--- config.mk ---
export PLATFORM = sky130hd
export DESIGN_NAME = canvas_painter
export DESIGN_NICKNAME = d
export VERILOG_FILES = /design/src/rtl/canvas_pkg.sv /design/src/rtl/canvas_painter_screen_to_cell.sv /design/src/rtl/canvas_painter.sv
export SDC_FILE = /design/constraint.sdc
export NUM_CORES = 1
export LEC_CHECK = 0
export ABC_AREA = 1
export CORE_MARGIN = 5
export CORE_UTILIZATION = 55
export DETAILED_ROUTE_END_ITERATION = 10
export MAX_ROUTING_LAYER = met4
export PLACE_DENSITY = 0.81
export SETUP_SLACK_MARGIN = 0.15
export SYNTH_ARGS = -nofsm -noshare
export SYNTH_HDL_FRONTEND = slang
export SYNTH_SLANG_ARGS = --single-unit
--- constraint.sdc ---
create_clock -name clk -period 8.1 [get_ports clk]
set_input_delay 0.81 -clock clk [delete_from_list [all_inputs] [get_ports clk]]
set_output_delay 0.81 -clock clk [all_outputs]
set_load 0.01 [all_outputs]
--- src/rtl/canvas_pkg.sv ---
// Shared canvas geometry, state encoding and cell addressing.
// Also used by the display address generator so both stay aligned.
package canvas_pkg;

    localparam int GRID             = 28;
    localparam int GRID_CELLS       = GRID * GRID;
    localparam int ADDR_W           = 10;
    localparam int CANVAS_X0        = 208;
    localparam int CANVAS_Y0        = 128;
    localparam int CANVAS_CELL_LOG2 = 3;
    localparam int STAMP_LAST       = 8;

    typedef enum logic [1:0] {
        S_IDLE,
        S_STAMP,
        S_CLEAR
    } state_t;

    // row*28+col without a multiplier
    function automatic logic [ADDR_W-1:0] cell_addr(
        input logic [4:0] row,
        input logic [4:0] col
    );
        logic [ADDR_W-1:0] r;
        r = ADDR_W'(row);
        return (r << 4) + (r << 3) + (r << 2) + ADDR_W'(col);
    endfunction

endpackage

--- src/rtl/canvas_painter_screen_to_cell.sv ---
// Maps a screen pointer position onto a canvas cell.
// Purely combinational; row/col/addr are meaningful only when in_canvas_o is high.
module screen_to_cell
    import canvas_pkg::*;
#(
    parameter int X0        = CANVAS_X0,
    parameter int Y0        = CANVAS_Y0,
    parameter int CELL_LOG2 = CANVAS_CELL_LOG2
) (
    input  logic [9:0]        x_i,
    input  logic [9:0]        y_i,
    output logic              in_canvas_o,
    output logic [4:0]        row_o,
    output logic [4:0]        col_o,
    output logic [ADDR_W-1:0] addr_o
);

    localparam int SPAN = GRID << CELL_LOG2;

    logic [10:0] dx;
    logic [10:0] dy;
    logic        x_in;
    logic        y_in;

    assign dx = {1'b0, x_i} - 11'(X0);
    assign dy = {1'b0, y_i} - 11'(Y0);

    assign x_in = ({1'b0, x_i} >= 11'(X0)) && (dx < 11'(SPAN));
    assign y_in = ({1'b0, y_i} >= 11'(Y0)) && (dy < 11'(SPAN));

    assign in_canvas_o = x_in && y_in;
    assign col_o       = dx[CELL_LOG2 +: 5];
    assign row_o       = dy[CELL_LOG2 +: 5];
    assign addr_o      = cell_addr(row_o, col_o);

endmodule

--- src/rtl/canvas_painter.sv ---
// Turns mouse state into canvas RAM writes: 3x3 brush stamps on left drag,
// full-image clear on right click and after reset.
module canvas_painter
    import canvas_pkg::*;
#(
    parameter int X0        = CANVAS_X0,
    parameter int Y0        = CANVAS_Y0,
    parameter int CELL_LOG2 = CANVAS_CELL_LOG2
) (
    input  logic              clk,
    input  logic              rst,
    input  logic              mouse_left,
    input  logic              mouse_right,
    input  logic [9:0]        mouse_x,
    input  logic [9:0]        mouse_y,
    output logic              write_enable,
    output logic [ADDR_W-1:0] write_addr,
    output logic              write_data,
    output logic              busy,
    output logic              canvas_changed
);

    state_t            state_q;
    logic [ADDR_W-1:0] cnt_q;
    logic [4:0]        last_row_q;
    logic [4:0]        last_col_q;
    logic [ADDR_W-1:0] last_addr_q;
    logic              last_valid_q;
    logic              armed_q;
    logic              we_q;
    logic [ADDR_W-1:0] addr_q;
    logic              data_q;
    logic              busy_q;
    logic              done_q;
    logic              changed_q;

    logic              in_canvas;
    logic [4:0]        row;
    logic [4:0]        col;
    logic [ADDR_W-1:0] addr;

    screen_to_cell #(
        .X0       (X0),
        .Y0       (Y0),
        .CELL_LOG2(CELL_LOG2)
    ) u_map (
        .x_i        (mouse_x),
        .y_i        (mouse_y),
        .in_canvas_o(in_canvas),
        .row_o      (row),
        .col_o      (col),
        .addr_o     (addr)
    );

    logic              on_canvas;
    logic              new_cell;
    logic              trig_clear;
    logic              trig_stamp;

    assign on_canvas  = mouse_left && in_canvas;
    assign new_cell   = !last_valid_q || (row != last_row_q)
                        || (col != last_col_q);
    assign trig_clear = mouse_right && armed_q;
    assign trig_stamp = on_canvas && new_cell;

    // Brush offset for beat k: kr = k/3, kc = k%3, centre at (1,1)
    logic [3:0]        k;
    logic [1:0]        kr;
    logic [3:0]        kc_w;
    logic [1:0]        kc;
    logic [5:0]        nr;
    logic [5:0]        nc;
    logic              hit;
    logic [ADDR_W-1:0] naddr;

    assign k    = cnt_q[3:0];
    assign kr   = (k >= 4'd6) ? 2'd2 : (k >= 4'd3) ? 2'd1 : 2'd0;
    assign kc_w = k - 4'(kr) * 4'd3;
    assign kc   = kc_w[1:0];
    assign nr   = {1'b0, last_row_q} + {4'b0, kr} - 6'd1;
    assign nc   = {1'b0, last_col_q} + {4'b0, kc} - 6'd1;
    assign hit  = (nr < 6'(GRID)) && (nc < 6'(GRID));

    // Offset from the centre; wraps harmlessly when clipped
    assign naddr = last_addr_q + ADDR_W'(kr) * ADDR_W'(GRID)
                   + ADDR_W'(kc) - ADDR_W'(GRID + 1);

    always_ff @(posedge clk or negedge rst) begin
        if (!rst) begin
            state_q      <= S_CLEAR;
            cnt_q        <= '0;
            last_row_q   <= '0;
            last_col_q   <= '0;
            last_addr_q  <= '0;
            last_valid_q <= 1'b0;
            armed_q      <= 1'b0;
            we_q         <= 1'b0;
            addr_q       <= '0;
            data_q       <= 1'b0;
            busy_q       <= 1'b1;
            done_q       <= 1'b0;
            changed_q    <= 1'b0;
        end else begin
            we_q      <= 1'b0;
            data_q    <= 1'b0;
            done_q    <= 1'b0;
            changed_q <= done_q;
            if (!mouse_right) begin
                armed_q <= 1'b1;
            end
            unique case (state_q)
                S_IDLE: begin
                    busy_q <= 1'b0;
                    if (trig_clear) begin
                        state_q      <= S_CLEAR;
                        cnt_q        <= '0;
                        armed_q      <= 1'b0;
                        last_valid_q <= 1'b0;
                        busy_q       <= 1'b1;
                    end else if (trig_stamp) begin
                        state_q      <= S_STAMP;
                        cnt_q        <= '0;
                        last_row_q   <= row;
                        last_col_q   <= col;
                        last_addr_q  <= addr;
                        last_valid_q <= 1'b1;
                        busy_q       <= 1'b1;
                    end else if (!on_canvas) begin
                        last_valid_q <= 1'b0;
                    end
                end
                S_STAMP: begin
                    we_q   <= hit;
                    data_q <= 1'b1;
                    busy_q <= 1'b1;
                    cnt_q  <= cnt_q + 1'b1;
                    if (hit) begin
                        addr_q <= naddr;
                    end
                    if (k == 4'(STAMP_LAST)) begin
                        state_q <= S_IDLE;
                        done_q  <= 1'b1;
                    end
                end
                S_CLEAR: begin
                    we_q   <= 1'b1;
                    addr_q <= cnt_q;
                    busy_q <= 1'b1;
                    cnt_q  <= cnt_q + 1'b1;
                    if (cnt_q == ADDR_W'(GRID_CELLS - 1)) begin
                        state_q      <= S_IDLE;
                        last_valid_q <= 1'b0;
                        done_q       <= 1'b1;
                    end
                end
                default: state_q <= S_CLEAR;
            endcase
        end
    end

    assign write_enable   = we_q;
    assign write_addr     = addr_q;
    assign write_data     = data_q;
    assign busy           = busy_q;
    assign canvas_changed = changed_q;

endmodule

Word-level counts from Yosys, hierarchy flattened
Index checks and enable logic that the tools add are counted.
{"block": "word_totals", "regBits": 49, "latch_bits": 0, "mem_bits_rw": 0, "rom_bits": 0, "input_bits": 24, "elab_cells": 97, "mem_count": 0}
{"block": "classes", "addsub": 14, "multipliers": 2, "div_mod_pow": 0, "order_cmp": 8, "eq_ne": 11, "n_shift": 0, "mux": 28, "bitwise_logic": 1, "reduce_logical": 20}
{"operator": "case mux 10 bit (2 select lines)", "n": 2}
{"operator": "2-to-1 mux 10 bit", "n": 3}
{"operator": "< comparator 11 x 8 -> 1 bit (second input constant)", "n": 2}
{"operator": "subtractor 10 x 8 -> 11 bit (second input constant)", "n": 2}
{"operator": "adder 10 x 7 -> 10 bit", "n": 2}
{"operator": "greater-or-equal comparator 10 x 8 -> 1 bit (second input constant)", "n": 2}
{"operator": "2-to-1 mux 1 bit", "n": 13}
{"operator": "adder 5 x 2 -> 6 bit", "n": 2}
{"operator": "< comparator 6 x 5 -> 1 bit (second input constant)", "n": 2}
{"operator": "subtractor 6 x 1 -> 6 bit (second input constant)", "n": 2}
{"operator": "adder 10 x 1 -> 10 bit (second input constant)", "n": 1}
{"operator": "adder 10 x 2 -> 10 bit", "n": 1}
{"operator": "adder 10 x 5 -> 10 bit", "n": 1}
{"operator": "adder 9 x 8 -> 10 bit", "n": 1}
{"operator": "equality test 10 bit (second input constant)", "n": 1}
{"operator": "2-to-1 mux 2 bit", "n": 5}
{"operator": "inequality test 5 bit", "n": 2}
{"operator": "subtractor 10 x 5 -> 10 bit (second input constant)", "n": 1}
{"operator": "AND reduction 3 bit", "n": 3}
{"operator": "case mux 1 bit (2 select lines)", "n": 4}
{"operator": "logical AND 1 bit", "n": 7}
{"operator": "inequality test 2 bit (second input constant)", "n": 3}
{"operator": "case mux 2 bit (3 select lines)", "n": 1}
{"operator": "nonzero test 2 bit", "n": 3}
{"operator": "16 further kinds", "n": 18}

Logic depth before layout (Yosys ltp)
Gate-level depths: netlist (run 1).
{"block": "logic_depth", "ltp_word": 11, "ltp_mapped": 23, "depth_no_buf": 23}

Modules after synthesis
From an unflattened synthesis (run 1), not the netlist that was laid out.
{"block": "hier_totals", "hier_cells": 574, "area_unflattened_um2": 4351.7}
{"mod": "canvas_painter", "n_inst": 1, "cells_each": 457, "area_each_um2": 3553.4, "seq_area_each_um2": 1228.7}
{"mod": "screen_to_cell", "n_inst": 1, "cells_each": 117, "area_each_um2": 798.3, "seq_area_each_um2": 0.0}

Least setup slack after synthesis (run 1)
Ideal clock, no wire load.
{"block": "synth_path", "kind": "reg-to-reg", "from": "reg cnt_q[0]", "to": "reg addr_q[0], in the netlist write_addr[0]", "setup_ns": 0.117, "arrival_ns": 3.170, "required_ns": 7.983, "slack_ns": 4.813, "stages_incl_launch_ff": 24, "n_path_buf": 1, "path_cell_list": "dfrtp_1 > inv_1 > ha_1 > nand2_1 > nand4_1 > inv_1 > ha_1 > xnor2_1 > xor2_1 > ha_1 > inv_1 > ha_1 > fa_1 > nand2_1 > nand2_1 > a21oi_1 > nor2_1 > nor2_1 > nand3_1 > nor2_1 > nand2_1 > buf_4 > nand3_1 > nand2_1"}
{"block": "synth_between", "elab_chain_cells": 11, "elab_cells_between_ends": 19}
{"element": "start, declared", "line_no": "canvas_painter.sv:24", "rtl": "logic [ADDR_W-1:0] cnt_q;"}
{"element": "start signal, assigned", "line_no": "canvas_painter.sv:136", "rtl": "cnt_q <= cnt_q + 1'b1;"}
{"element": "start signal, assigned", "line_no": "canvas_painter.sv:149", "rtl": "cnt_q <= cnt_q + 1'b1;"}
{"element": "greater-or-equal comparator 4 x 2 -> 1 bit", "line_no": "canvas_painter.sv:77", "rtl": "assign kr = (k >= 4'd6) ? 2'd2 : (k >= 4'd3) ? 2'd1 : 2'd0;"}
{"element": "2-to-1 mux 1 bit", "line_no": "canvas_painter.sv:77"}
{"element": "2-to-1 mux 2 bit", "line_no": "canvas_painter.sv:77"}
{"element": "multiplier 2 x 1 -> 2 bit", "line_no": "canvas_painter.sv:78", "rtl": "assign kc_w = k - 4'(kr) * 4'd3;"}
{"element": "subtractor 2 bit", "line_no": "canvas_painter.sv:78"}
{"element": "adder 5 x 2 -> 6 bit", "line_no": "canvas_painter.sv:81", "rtl": "assign nc = {1'b0, last_col_q} + {4'b0, kc} - 6'd1;"}
{"element": "subtractor 6 x 1 -> 6 bit", "line_no": "canvas_painter.sv:81"}
{"element": "< comparator 6 x 5 -> 1 bit", "line_no": "canvas_painter.sv:82", "rtl": "assign hit = (nr < 6'(GRID)) && (nc < 6'(GRID));"}
{"element": "logical AND 1 bit", "line_no": "canvas_painter.sv:82"}
{"element": "inequality test 2 bit (no line)"}
{"element": "AND reduction 2 bit (no line)"}
{"element": "end signal, assigned", "line_no": "canvas_painter.sv:138", "rtl": "addr_q <= naddr;"}
{"element": "end signal, assigned", "line_no": "canvas_painter.sv:147", "rtl": "addr_q <= cnt_q;"}
{"element": "end, declared", "line_no": "canvas_painter.sv:31", "rtl": "logic [ADDR_W-1:0] addr_q;"}
Parallel ways exist; a longest one is shown, timed or not. The select of a mux whose other input is x is not followed.
A chain may end at the register's enable or synchronous reset.

Worst setup path in the final report (run 1)
{"block": "layout_path", "from": "reg cnt_q[0]", "to": "reg addr_q[8], in the netlist write_addr[8]"}
{"block": "layout_between", "elab_chain_cells": 11, "elab_cells_between_ends": 21}
{"element": "parallel branches: the longest is 11 deep, another holds adder 10 x 7 -> 10 bit"}
Parallel ways; which one is timed is not known. The select of a mux whose other input is x is not followed.

==> results of run 1 <==
where the power goes:
group          internal, mW  total [mW]  switching, mW
registers             0.323       0.386         0.0633
clock network        0.0698       0.153         0.0829
logic                 0.418        1.08          0.664
critical path: cells and delay by family (launching register included):
family / cells / cell delay (ns)
compound gates: 1 / 0.21
fa+ha+maj: 5 / 1.33
simple gates: 12 / 1.43
xor+xnor: 2 / 0.23
buf+inv: 3 / 0.29
flops: 1 / 0.55
routing by layer:
layer | vias to the layer above | part of all wire | global-route usage
met2 | 96 | 0.47 | 0.3611
met4 | 0 | 0.022 | 0.06398
met1 | 1651 | 0.46 | 0.2848
met5 | - | 0 | -
li1 | 1784 | - | -
met3 | 22 | 0.044 | 0.02815
cells in the final DEF, fill, tap and decap left out, types with 9 or more instances in the layout:
| master | count |
|---|---|
| sky130_fd_sc_hd__a21oi_1 | 12 |
| sky130_fd_sc_hd__clkdlybuf4s50_1 | 33 |
| sky130_fd_sc_hd__dfrtp_1 | 45 |
| sky130_fd_sc_hd__fa_1 | 10 |
| sky130_fd_sc_hd__ha_1 | 48 |
| sky130_fd_sc_hd__inv_1 | 84 |
| sky130_fd_sc_hd__nand2_1 | 154 |
| sky130_fd_sc_hd__nand3_1 | 41 |
| sky130_fd_sc_hd__nand4_1 | 11 |
| sky130_fd_sc_hd__nor2_1 | 30 |
| sky130_fd_sc_hd__o21ai_0 | 23 |
| sky130_fd_sc_hd__o21ai_2 | 13 |
| sky130_fd_sc_hd__xnor2_1 | 9 |
| sky130_fd_sc_hd__xor2_1 | 12 |
logic make-up after synthesis:
kind of cell	after synthesis	share of synthesized area
buf+inv	97	0.09806
flops	47	0.2896
xor+xnor	21	0.04519
compound gates	60	0.09038
fa+ha+maj	58	0.1967
simple gates	259	0.2800
registers in the layout, indices dropped and copies added, names as in the netlist:
register	cells
done_q	1
last_valid_q	1
cnt_q	10
write_data	1
state_q	2
last_row_q	5
write_addr	10
write_enable	1
canvas_changed	1
armed_q	1
last_col_q	5
busy	1
last_addr_q	8
how the worst min path moves through the flow:
| stage | cells past startpoint | from | end | slack, ns |
|---|---|---|---|---|
| floorplan | 0 | done_q | canvas_changed | 0.33 |
| global placement | 0 | done_q | canvas_changed | 0.33 |
| detailed placement | 0 | done_q | canvas_changed | 0.35 |
| CTS | 0 | done_q | canvas_changed | 0.37 |
| global route | 0 | done_q | canvas_changed | 0.38 |
| finish | 0 | done_q | canvas_changed | 0.36 |
layout make-up:
cell class	count	area, sq um	area share
multi-input cells	398	2492	0.5467
repair buffers	34	335.3	0.07355
clock buffers	6	82.58	0.01811
inverters	88	330.3	0.07245
flip-flops and latches	47	1179	0.2585
well taps	99	123.9	0.02717
clock inverters	2	16.27	0.003568
metrics by stage:
stage	hold WS [ns]	util	cell area, sq um	instances	setup slack (ns)
after global routing	0.3762	0.6320	4559	674	3.724
after floorplan	0.3312	-	4070	542	4.813
after detailed placement	0.3490	0.6183	4461	666	4.036
after CTS	0.3701	0.6320	4559	674	4.021
after global placement	0.3333	0.6183	4461	666	4.084
final	0.3631	0.6320	4559	674	4.005
==> tab_implementation.tex, run 1 <==
\begin{tabular}{lr}
\hline
Metric & Value \\
\hline
\multicolumn{2}{l}{\textbf{Worst setup path}} \\
\quad Worst Path Class, Setup & register to register \\
\quad Worst path arrival time & 4.34 ns \\
\quad Reg-to-reg startpoint & cnt\_q[0] \\
\quad End point of the critical path & write\_addr[8] \\
\quad Element type at the critical path start & register \\
\quad Type of element capturing the critical path & register \\
\quad Worst Path Required & 8.35 ns \\
\quad Ordered list of cells on the worst path & inv\_1, ha\_1, nand2\_1, nand4\_1, inv\_1, ha\_1, xnor2\_1, xor2\_1, ha\_1, inv\_1, ha\_1, fa\_1, nand2\_1, nand2\_1, a21oi\_1, nor2\_1, nor2\_1, nand3\_1, nor2\_1, nand2\_1, nand2\_2, nand2\_1, nand2\_1 \\
\quad Setup slack of the worst register-to-register path & 4.00 ns \\
\quad Worst setup path start & cnt\_q[0] \\
\quad Worst path max stage delay & 0.55 ns \\
\quad Length in cells of the worst reg-to-reg path & 23 \\
\quad Slowest cell on the critical path & sky130\_fd\_sc\_hd\_\_dfrtp\_1 \\
\quad Cell mode on critical path & sky130\_fd\_sc\_hd\_\_nand2\_1 \\
\quad Critical R2R Capture & write\_addr[8] \\
\quad Peak fanout along the critical path & 12 \\
\multicolumn{2}{l}{\textbf{Detailed routing}} \\
\quad DRC violation total after the first TritonRoute iteration & 288 \\
\quad Final antenna-violating net count & 0 \\
\quad Remaining DRCs & 0 \\
\quad Ratio of routed vias to standard cells & 5.272 \\
\quad Detailed-route wire length & 8.944 mm \\
\quad Routed via count & 3553 \\
\quad Final routed wire length divided by cell count & 13.27 um \\
\quad Pre-Repair DR Iteration Count & 5 \\
\multicolumn{2}{l}{\textbf{Global routing}} \\
\quad Initial antenna violation count & 0 \\
\quad Total global routing track utilization & 0.2200 \\
\quad Maximum number of pins on one net before global-route repair & 48 \\
\quad Global route overflow & 0 \\
\quad Vias in the first global route & 3448 \\
\quad Wire length of the first global-routing pass & 15.59 mm \\
\multicolumn{2}{l}{\textbf{Logic synthesis}} \\
\quad Synth top area share & 0.2767 \\
\quad Leading post-synthesis cells by instance count & 154 x sky130\_fd\_sc\_hd\_\_nand2\_1, 84 x sky130\_fd\_sc\_hd\_\_inv\_1, 48 x sky130\_fd\_sc\_hd\_\_ha\_1 \\
\quad Netlist area before placement & 4070 sq um \\
\quad Avg Synthesized Cell Area & 7.510 sq um \\
\quad Synth Instances & 542 \\
\quad Cell types with the largest area share after synthesis & sky130\_fd\_sc\_hd\_\_dfrtp\_1 28\%, sky130\_fd\_sc\_hd\_\_ha\_1 15\%, sky130\_fd\_sc\_hd\_\_nand2\_1 14\%, sky130\_fd\_sc\_hd\_\_inv\_1 7.7\%, sky130\_fd\_sc\_hd\_\_nand3\_1 5.0\% \\
\quad Most used flip-flop cell after synthesis & sky130\_fd\_sc\_hd\_\_dfrtp\_1 \\
\quad Proportion of register bits with asynchronous set or reset after synthesis & 1.000 \\
\quad Net Count, Synth & 624 \\
\quad Cell type with the largest total area after synthesis & sky130\_fd\_sc\_hd\_\_dfrtp\_1 \\
\quad Number of synthesized register bits & 47 \\
\quad Post-synthesis sequential area ratio & 0.2896 \\
\quad Most repeated cell in the gate-level netlist after synthesis & sky130\_fd\_sc\_hd\_\_nand2\_1 \\
\quad Synth Warn \# & 0 \\
\quad Post-synth EDFFs & 0 \\
\quad Post-synth cell types & 37 \\
\multicolumn{2}{l}{\textbf{Placement}} \\
\quad DP Wirelength & 7.130 mm \\
\quad IO buf count & 34 \\
\quad Routability cong. & 0.9703 \\
\multicolumn{2}{l}{\textbf{CTS}} \\
\quad Worst-case clock buffer depth & 2 \\
\quad CTS resizes & 0 \\
\quad Maximum level of the CTS H-tree & 2 \\
\quad Clock root buffer master & sky130\_fd\_sc\_hd\_\_clkbuf\_8 \\
\quad Hold buffer count at cts & 0 \\
\quad Clock edge transition at the registers on the reported setup and hold paths & 0.09 ns \\
\quad Number of CTS-inserted buffers & 5 \\
\quad TritonCTS clock tree & yes \\
\quad Worst-skew pair later-pin latency & 0.30 ns \\
\quad Clock net sink count & 47 \\
\quad Post-CTS setup repair buffer count & 0 \\
\multicolumn{2}{l}{\textbf{Min path}} \\
\quad Class of the tightest hold or removal check & register to register \\
\multicolumn{2}{l}{\textbf{Die}} \\
\quad IO Count & 38 \\
\quad Die boundary height & 96.03 um \\
\quad X dimension of the die & 96.03 um \\
\quad Area inside the core boundary & 7214 sq um \\
\quad Initial core utilization & 0.5642 \\
\quad Cell row count & 31 \\
\quad Die area & 9221 sq um \\
\multicolumn{2}{l}{\textbf{STA}} \\
\quad Number of failing hold endpoints at the final stage & 0 \\
\quad Pin slew with the least headroom to its limit & 1.046 ns \\
\quad Post-Route Skew & 0.005616 ns \\
\quad Period utilisation layout & 0.5056 \\
\quad Relative slew margins & 0.3028 \\
\quad Setup TNS & 0 ns \\
\quad RSZ-0062 raised after global routing & false \\
\quad Peak Freq & 244.2 MHz \\
\quad Count of pins over their slew limit & 0 \\
\quad Total setup violations reported at the end of the flow & 0 \\
\quad Minimum clock period after layout & 4.095 ns \\
\multicolumn{2}{l}{\textbf{Outcome}} \\
\quad Result of the run & finished clean \\
\multicolumn{2}{l}{\textbf{Final layout}} \\
\quad Final net count & 656 \\
\quad Area grow syn2layout & 12.02\% \\
\quad Share of layout cells above drive strength 1 & 0.06783 \\
\quad Number of fill cells & 659 \\
\quad Antenna fix cells & 0 \\
\multicolumn{2}{l}{\textbf{Pwr}} \\
\quad Pwr per Cell Area & 355.5 nW/um\^{}2 \\
\quad Worst vdd ir & 162.1 uV \\
\quad Leakage power total & 2.398 nW \\
\quad Power after layout & 1.621 mW \\
\multicolumn{2}{l}{\textbf{Run}} \\
\quad MaxCap Viol Count & 0 \\
\hline
\end{tabular}
(Power assumes the default switching activity.)
==> inputs of run 2 (changes only) <==
Clock period 8.1 ns to 4.3 ns, I/O delays scaled along.
==> run 2 against run 1 <==
Sequential power rose by 85%; die area stayed put; critical path depth did not move; core utilization rose by 0.49 points; final cell count is 0.15% higher; first-iteration DRC count is 3.1% higher; clock-buffer cell count is the same; critical endpoint is now write_addr[1]; combinational power increased by 92%; highest routed layer unchanged.
==> tab_implementation.tex, run 2 (synthesis results as in run 1) <==
\begin{tabular}{lr}
\hline
Metric & Value \\
\hline
\multicolumn{2}{l}{\textbf{Global routing}} \\
\quad Vias in the first global route & 3528 (+2.3\%) \\
\quad Initial antenna violation count & 0 (unchanged) \\
\quad Global route overflow & 0 (unchanged) \\
\quad Wire length of the first global-routing pass & 15.86 mm (+1.7\%) \\
\quad Total global routing track utilization & 0.2234 (+0.003375) \\
\quad Maximum number of pins on one net before global-route repair & 48 (unchanged) \\
\multicolumn{2}{l}{\textbf{Placement}} \\
\quad Post-placement setup slack & 0.4217 ns (-3.614 ns) \\
\quad Placed insts & 667 (+0.15\%) \\
\quad DP Area & 4468 sq um (+0.17\%) \\
\quad IO buf count & 34 (unchanged) \\
\quad DP Wirelength & 7.141 mm (+0.16\%) \\
\quad Routability cong. & 0.9470 (-2.4\%) \\
\multicolumn{2}{l}{\textbf{Final layout}} \\
\quad Post-route cell area & 4594 sq um (+0.77\%) \\
\quad Final core utilization & 0.6368 (+0.004856) \\
\quad Leading cell types in the layout, fill and taps excluded & 154 x sky130\_fd\_sc\_hd\_\_nand2\_1, 84 x sky130\_fd\_sc\_hd\_\_inv\_1, 48 x sky130\_fd\_sc\_hd\_\_ha\_1 \\
\quad Share of layout cells above drive strength 1 & 0.06944 (+0.001618) \\
\quad Final net count & 657 (+0.15\%) \\
\quad Post-route insts no fill & 675 (+0.15\%) \\
\quad Antenna fix cells & 0 (unchanged) \\
\quad Area grow syn2layout & 12.88\% \\
\quad Most common cell after layout, fill and taps aside & sky130\_fd\_sc\_hd\_\_nand2\_1 \\
\quad Number of fill cells & 654 (-0.76\%) \\
\multicolumn{2}{l}{\textbf{Worst setup path}} \\
\quad Worst path max stage delay & 0.48 ns (-0.07 ns) \\
\quad Ordered list of cells on the worst path & ha\_1, inv\_1, nand2\_1, nand4\_1, inv\_1, ha\_1, xnor2\_1, xor2\_1, ha\_1, inv\_1, ha\_1, fa\_1, nand2\_1, nand2\_1, a21oi\_1, nor2\_1, nor2\_1, nand3\_1, nor2\_1, nand2\_1, nand2\_4, nand2\_1, nand2\_1 \\
\quad Peak fanout along the critical path & 12 (unchanged) \\
\quad Worst Path Class, Setup & register to register \\
\quad Worst Path Required & 4.55 ns (-3.80 ns) \\
\quad Element type at the critical path start & register \\
\quad Type of element capturing the critical path & register \\
\quad Worst path arrival time & 4.13 ns (-0.21 ns) \\
\quad Slowest cell on the critical path & sky130\_fd\_sc\_hd\_\_dfrtp\_1 \\
\quad Setup slack of the worst register-to-register path & 0.42 ns (-3.58 ns) \\
\quad Cell family with most CP delay & adder cells \\
\quad Cell mode on critical path & sky130\_fd\_sc\_hd\_\_nand2\_1 \\
\quad Sum of buffers and inverters on the critical path & 3 (unchanged) \\
\multicolumn{2}{l}{\textbf{Detailed routing}} \\
\quad Detailed-route wire length & 8.935 mm (-0.10\%) \\
\quad DRC violation total after the first TritonRoute iteration & 297 (+3.1\%) \\
\quad Pre-Repair DR Iteration Count & 6 (+1) \\
\quad Remaining DRCs & 0 (unchanged) \\
\quad Routed via count & 3579 (+0.73\%) \\
\quad Final antenna-violating net count & 0 (unchanged) \\
\quad Ratio of routed vias to standard cells & 5.302 (+0.58\%) \\
\quad Final routed wire length divided by cell count & 13.24 um (-0.25\%) \\
\multicolumn{2}{l}{\textbf{STA}} \\
\quad Relative slew margins & 0.2965 (-0.006377) \\
\quad Total setup violations reported at the end of the flow & 0 (unchanged) \\
\quad Post-Route Skew & 0.008230 ns (+0.002614 ns) \\
\quad Minimum clock period after layout & 3.878 ns (-0.2169 ns) \\
\quad Smallest setup slack after layout & 0.4219 ns (-3.583 ns) \\
\quad Peak Freq & 257.9 MHz (+5.6\%) \\
\quad Setup TNS & 0 ns (unchanged) \\
\quad RSZ-0062 raised after global routing & false \\
\quad Count of pins over their slew limit & 0 (unchanged) \\
\quad Period utilisation layout & 0.9019 (+0.3963) \\
\quad Worst Hold Slack & 0.2869 ns (-0.07624 ns) \\
\quad Number of failing hold endpoints at the final stage & 0 (unchanged) \\
\quad Pin slew with the least headroom to its limit & 1.055 ns (+0.009567 ns) \\
\multicolumn{2}{l}{\textbf{Pwr}} \\
\quad Worst vdd ir & 286.9 uV (+77\%) \\
\quad Pwr per Cell Area & 681.7 nW/um\^{}2 (+92\%) \\
\quad Power after layout & 3.132 mW (+93\%) \\
\quad Leakage power total & 2.418 nW (+0.85\%) \\
\multicolumn{2}{l}{\textbf{Die}} \\
\quad X dimension of the die & 96.03 um (unchanged) \\
\quad Die area & 9221 sq um (unchanged) \\
\quad IO Count & 38 (unchanged) \\
\quad Cell row count & 31 (unchanged) \\
\quad Area inside the core boundary & 7214 sq um (unchanged) \\
\quad Initial core utilization & 0.5642 (unchanged) \\
\quad Die boundary height & 96.03 um (unchanged) \\
\multicolumn{2}{l}{\textbf{CTS}} \\
\quad TritonCTS clock tree & yes \\
\quad Post-CTS setup repair buffer count & 0 (unchanged) \\
\quad Worst-case clock buffer depth & 2 (unchanged) \\
\quad Worst-skew pair later-pin latency & 0.31 ns (about the same) \\
\quad Clock net sink count & 47 (unchanged) \\
\quad Number of CTS-inserted buffers & 5 (unchanged) \\
\quad Maximum level of the CTS H-tree & 2 (unchanged) \\
\quad Clock root buffer master & sky130\_fd\_sc\_hd\_\_clkbuf\_8 \\
\quad Clock edge transition at the registers on the reported setup and hold paths & 0.09 ns (about the same) \\
\multicolumn{2}{l}{\textbf{Min path}} \\
\quad Class of the tightest hold or removal check & input port to async pin \\
\multicolumn{2}{l}{\textbf{Outcome}} \\
\quad Result of the run & finished clean \\
\multicolumn{2}{l}{\textbf{Run}} \\
\quad MaxCap Viol Count & 0 (unchanged) \\
\hline
\end{tabular}
[run 2: cell count changes in the layout (fill, tap and decap cells not counted)]
cell	change
sky130_fd_sc_hd__clkinv_4	-1
sky130_fd_sc_hd__clkinvlp_4	-1
sky130_fd_sc_hd__nand2_2	-1
sky130_fd_sc_hd__bufinv_16	+1
sky130_fd_sc_hd__buf_4	+1
sky130_fd_sc_hd__inv_6	+1
sky130_fd_sc_hd__nand2_4	+1
[run 2: worst register-to-register path: stages, from the launching register on]
cell and delay (ns):
sky130_fd_sc_hd__dfrtp_1 0.48, sky130_fd_sc_hd__ha_1 0.23, sky130_fd_sc_hd__inv_1 0.05, sky130_fd_sc_hd__nand2_1 0.06
sky130_fd_sc_hd__nand4_1 0.12, sky130_fd_sc_hd__inv_1 0.08, sky130_fd_sc_hd__ha_1 0.19, sky130_fd_sc_hd__xnor2_1 0.13
sky130_fd_sc_hd__xor2_1 0.16, sky130_fd_sc_hd__ha_1 0.29, sky130_fd_sc_hd__inv_1 0.05, sky130_fd_sc_hd__ha_1 0.26
sky130_fd_sc_hd__fa_1 0.42, sky130_fd_sc_hd__nand2_1 0.10, sky130_fd_sc_hd__nand2_1 0.05, sky130_fd_sc_hd__a21oi_1 0.19
sky130_fd_sc_hd__nor2_1 0.06, sky130_fd_sc_hd__nor2_1 0.10, sky130_fd_sc_hd__nand3_1 0.08, sky130_fd_sc_hd__nor2_1 0.10
sky130_fd_sc_hd__nand2_1 0.26, sky130_fd_sc_hd__nand2_4 0.21, sky130_fd_sc_hd__nand2_1 0.08, sky130_fd_sc_hd__nand2_1 0.06
[run 2: area by class of cell]
cell class	count	area, sq um	share of cell area
clock buffer	6	82.58	0.01797
multi-input combinational	398	2497	0.5436
timing repair buffer	35	342.8	0.07462
tap	99	123.9	0.02696
clock inverter	2	38.79	0.008442
sequential	47	1179	0.2565
inverter	88	330.3	0.07190
[run 2: power breakdown]
part	leakage [nW]	switching (mW)	internal [mW]
logic	1.77	1.27	0.797
registers	0.583	0.108	0.608
clock network	0.0618	0.159	0.191
total	2.42	1.54	1.60
[run 2: repair_timing]
item / 4_1_cts / 5_1_grt
gates resized for setup: 0 / 1
setup endpoints to repair: 0 / 10
hold buffers: 0 / 0
[run 2: worst paths after layout]
kind                       startpoint              to  depth (start not counted)
max                          cnt_q[1]   write_addr[1]                         23
min                               rst   last_row_q[0]                          1
max reg2reg                  cnt_q[1]   write_addr[1]                         23
min reg2reg                    done_q  canvas_changed                          0
max in group asynchronous         rst   last_col_q[1]                          1
min in group clk               done_q  canvas_changed                          0
[run 2: layer usage]
layer,vias to the layer above,wire (um),track usage
li1,1792,-,-
met1,1664,3943,0.2824
met2,95,4335,0.3703
met3,28,430,0.02815
met4,0,226,0.07464
met5,-,0,-
==> inputs of run 3 (changes only) <==
Settings changed: CORE_ASPECT_RATIO from default to 0.5.
==> run 3 against run 2 <==
Sequential cell count is the same; via count shrank 1.6%; worst hold slack gained 0.037 ns; highest routed layer unchanged; final area grew 0.82%; power grew 2.5%; critical path depth is the same; critical endpoint is now write_addr[9]; global-route usage shrank 2.3 points.
==> tab_implementation.tex, run 3 (synthesis results as in run 1) <==
\begin{tabular}{lr}
\hline
Metric & Value \\
\hline
\multicolumn{2}{l}{\textbf{CTS}} \\
\quad Maximum level of the CTS H-tree & 2 (unchanged) \\
\quad Worst-skew pair later-pin latency & 0.29 ns (-0.02 ns) \\
\quad Clock edge transition at the registers on the reported setup and hold paths & 0.07 ns (-0.02 ns) \\
\quad Hold buffer count at cts & 0 (unchanged) \\
\quad TritonCTS clock tree & yes \\
\quad Clock root buffer master & sky130\_fd\_sc\_hd\_\_clkbuf\_16 \\
\quad Clock net sink count & 47 (unchanged) \\
\quad Post-CTS setup repair buffer count & 0 (unchanged) \\
\quad Number of CTS-inserted buffers & 5 (unchanged) \\
\quad Worst-case clock buffer depth & 2 (unchanged) \\
\quad CTS resizes & 0 (unchanged) \\
\multicolumn{2}{l}{\textbf{Die}} \\
\quad Area inside the core boundary & 7267 sq um (+0.73\%) \\
\quad Initial core utilization & 0.5601 (-0.004080) \\
\quad Die area & 9325 sq um (+1.1\%) \\
\quad Cell row count & 22 (-29\%) \\
\quad Die boundary height & 70.83 um (-26\%) \\
\quad IO Count & 38 (unchanged) \\
\quad X dimension of the die & 131.7 um (+37\%) \\
\multicolumn{2}{l}{\textbf{STA}} \\
\quad RSZ-0062 raised after global routing & false \\
\quad Count of pins over their slew limit & 0 (unchanged) \\
\quad Pin slew with the least headroom to its limit & 1.086 ns (+0.03022 ns) \\
\quad Total setup violations reported at the end of the flow & 0 (unchanged) \\
\quad Peak Freq & 264.3 MHz (+2.5\%) \\
\quad Post-Route Skew & 0.004515 ns (-0.003715 ns) \\
\quad Worst Hold Slack & 0.3242 ns (+0.03736 ns) \\
\quad Setup TNS & 0 ns (unchanged) \\
\quad Minimum clock period after layout & 3.784 ns (-0.09417 ns) \\
\quad Number of failing hold endpoints at the final stage & 0 (unchanged) \\
\quad Period utilisation layout & 0.8800 (-0.02190) \\
\quad Relative slew margins & 0.2763 (-0.02014) \\
\quad Smallest setup slack after layout & 0.5161 ns (+0.09417 ns) \\
\multicolumn{2}{l}{\textbf{Detailed routing}} \\
\quad Pre-Repair DR Iteration Count & 5 (-1) \\
\quad Final routed wire length divided by cell count & 13.07 um (-1.3\%) \\
\quad Ratio of routed vias to standard cells & 5.249 (-1.0\%) \\
\quad Remaining DRCs & 0 (unchanged) \\
\quad Routed via count & 3522 (-1.6\%) \\
\quad Final antenna-violating net count & 0 (unchanged) \\
\quad DRC violation total after the first TritonRoute iteration & 290 (-2.4\%) \\
\quad Detailed-route wire length & 8.769 mm (-1.9\%) \\
\multicolumn{2}{l}{\textbf{Worst setup path}} \\
\quad Critical R2R Capture & write\_addr[9] \\
\quad Element type at the critical path start & register \\
\quad Worst path arrival time & 4.01 ns (-0.12 ns) \\
\quad Worst setup path start & cnt\_q[0] \\
\quad Setup slack of the worst register-to-register path & 0.52 ns (+0.09 ns) \\
\quad Reg-to-reg startpoint & cnt\_q[0] \\
\quad Worst Path Class, Setup & register to register \\
\quad Worst Path Required & 4.53 ns (-0.02 ns) \\
\quad Length in cells of the worst reg-to-reg path & 23 (unchanged) \\
\quad Type of element capturing the critical path & register \\
\quad Peak fanout along the critical path & 12 (unchanged) \\
\multicolumn{2}{l}{\textbf{Run}} \\
\quad MaxCap Viol Count & 0 (unchanged) \\
\multicolumn{2}{l}{\textbf{Pwr}} \\
\quad Power after layout & 3.210 mW (+2.5\%) \\
\quad Pwr per Cell Area & 693.0 nW/um\^{}2 (+1.7\%) \\
\quad Leakage power total & 2.430 nW (+0.49\%) \\
\quad Worst vdd ir & 254.4 uV (-11\%) \\
\multicolumn{2}{l}{\textbf{Global routing}} \\
\quad Initial antenna violation count & 0 (unchanged) \\
\quad Maximum number of pins on one net before global-route repair & 48 (unchanged) \\
\quad Wire length of the first global-routing pass & 15.19 mm (-4.3\%) \\
\quad Global route overflow & 0 (unchanged) \\
\quad Total global routing track utilization & 0.2006 (-0.02276) \\
\quad Vias in the first global route & 3272 (-7.3\%) \\
\multicolumn{2}{l}{\textbf{Placement}} \\
\quad Placed insts & 663 (-0.60\%) \\
\quad DP Wirelength & 6.598 mm (-7.6\%) \\
\quad Post-placement setup slack & 0.3701 ns (-0.05161 ns) \\
\quad Routability cong. & 0.9778 (+3.3\%) \\
\quad IO buf count & 34 (unchanged) \\
\quad DP Area & 4457 sq um (-0.25\%) \\
\multicolumn{2}{l}{\textbf{Final layout}} \\
\quad Area grow syn2layout & 13.80\% \\
\quad Most common cell after layout, fill and taps aside & sky130\_fd\_sc\_hd\_\_nand2\_1 \\
\quad Antenna fix cells & 0 (unchanged) \\
\quad Final core utilization & 0.6374 (about the same) \\
\quad Final net count & 656 (-0.15\%) \\
\quad Post-route insts no fill & 671 (-0.59\%) \\
\quad Post-route cell area & 4632 sq um (+0.82\%) \\
\quad Share of layout cells above drive strength 1 & 0.07130 (+0.001860) \\
\quad Leading cell types in the layout, fill and taps excluded & 153 x sky130\_fd\_sc\_hd\_\_nand2\_1, 84 x sky130\_fd\_sc\_hd\_\_inv\_1, 48 x sky130\_fd\_sc\_hd\_\_ha\_1 \\
\multicolumn{2}{l}{\textbf{Outcome}} \\
\quad Result of the run & finished clean \\
\multicolumn{2}{l}{\textbf{Min path}} \\
\quad Class of the tightest hold or removal check & input port to async pin \\
\hline
\end{tabular}
==> run 3: report_power, final <==
group          internal (mW)  switching (mW)
logic                  0.786            1.24
clock network          0.277           0.177
registers              0.610           0.117
total                   1.67            1.54
==> run 3: layout make-up <==
class                           count  area, sq um
Fill cell                         619         2635
Tap cell                           96        120.1
Multi-Input combinational cell    398         2495
Inverter                           88        330.3
Sequential cell                    47         1180
Clock buffer                        5        125.1
Timing Repair Buffer               34        335.3
Clock inverter                      3        46.29
==> run 3: routing by layer <==
| metal | vias to the layer above | share of wire | track usage |
|---|---|---|---|
| met1 | 1622 | 0.47 | 0.2662 |
| met5 | - | 0 | - |
| li1 | 1790 | - | - |
| met2 | 99 | 0.47 | 0.3303 |
| met3 | 11 | 0.056 | 0.02912 |
| met4 | 0 | 0.010 | 0.04447 |
==> run 3: how the worst max path moves through the flow <==
stage	end	slack, ns	cells after the start
3_5_place_dp	write_addr[9]	0.37	23
2_1_floorplan	write_addr[0]	1.01	23
3_3_place_gp	write_addr[9]	0.48	23
6_report	write_addr[9]	0.52	23
5_1_grt	write_addr[9]	0.21	23
4_1_cts	write_addr[9]	0.32	23
==> run 3: critical path, cell delays in order, from the launching register on <==
cell and delay [ns]:
sky130_fd_sc_hd__dfrtp_2 0.47, sky130_fd_sc_hd__inv_1 0.13, sky130_fd_sc_hd__ha_1 0.16, sky130_fd_sc_hd__nand2_1 0.07
sky130_fd_sc_hd__nand4_1 0.18, sky130_fd_sc_hd__inv_1 0.09, sky130_fd_sc_hd__ha_1 0.19, sky130_fd_sc_hd__xnor2_1 0.13
sky130_fd_sc_hd__xor2_1 0.15, sky130_fd_sc_hd__ha_1 0.27, sky130_fd_sc_hd__inv_1 0.04, sky130_fd_sc_hd__ha_1 0.24
sky130_fd_sc_hd__fa_1 0.39, sky130_fd_sc_hd__nand2_1 0.10, sky130_fd_sc_hd__nand2_1 0.06, sky130_fd_sc_hd__a21oi_1 0.16
sky130_fd_sc_hd__nor2_1 0.06, sky130_fd_sc_hd__nor2_1 0.08, sky130_fd_sc_hd__nand3_1 0.08, sky130_fd_sc_hd__nor2_1 0.14
sky130_fd_sc_hd__nand2_2 0.18, sky130_fd_sc_hd__nand2_2 0.21, sky130_fd_sc_hd__nand2_1 0.08, sky130_fd_sc_hd__nand2_1 0.07
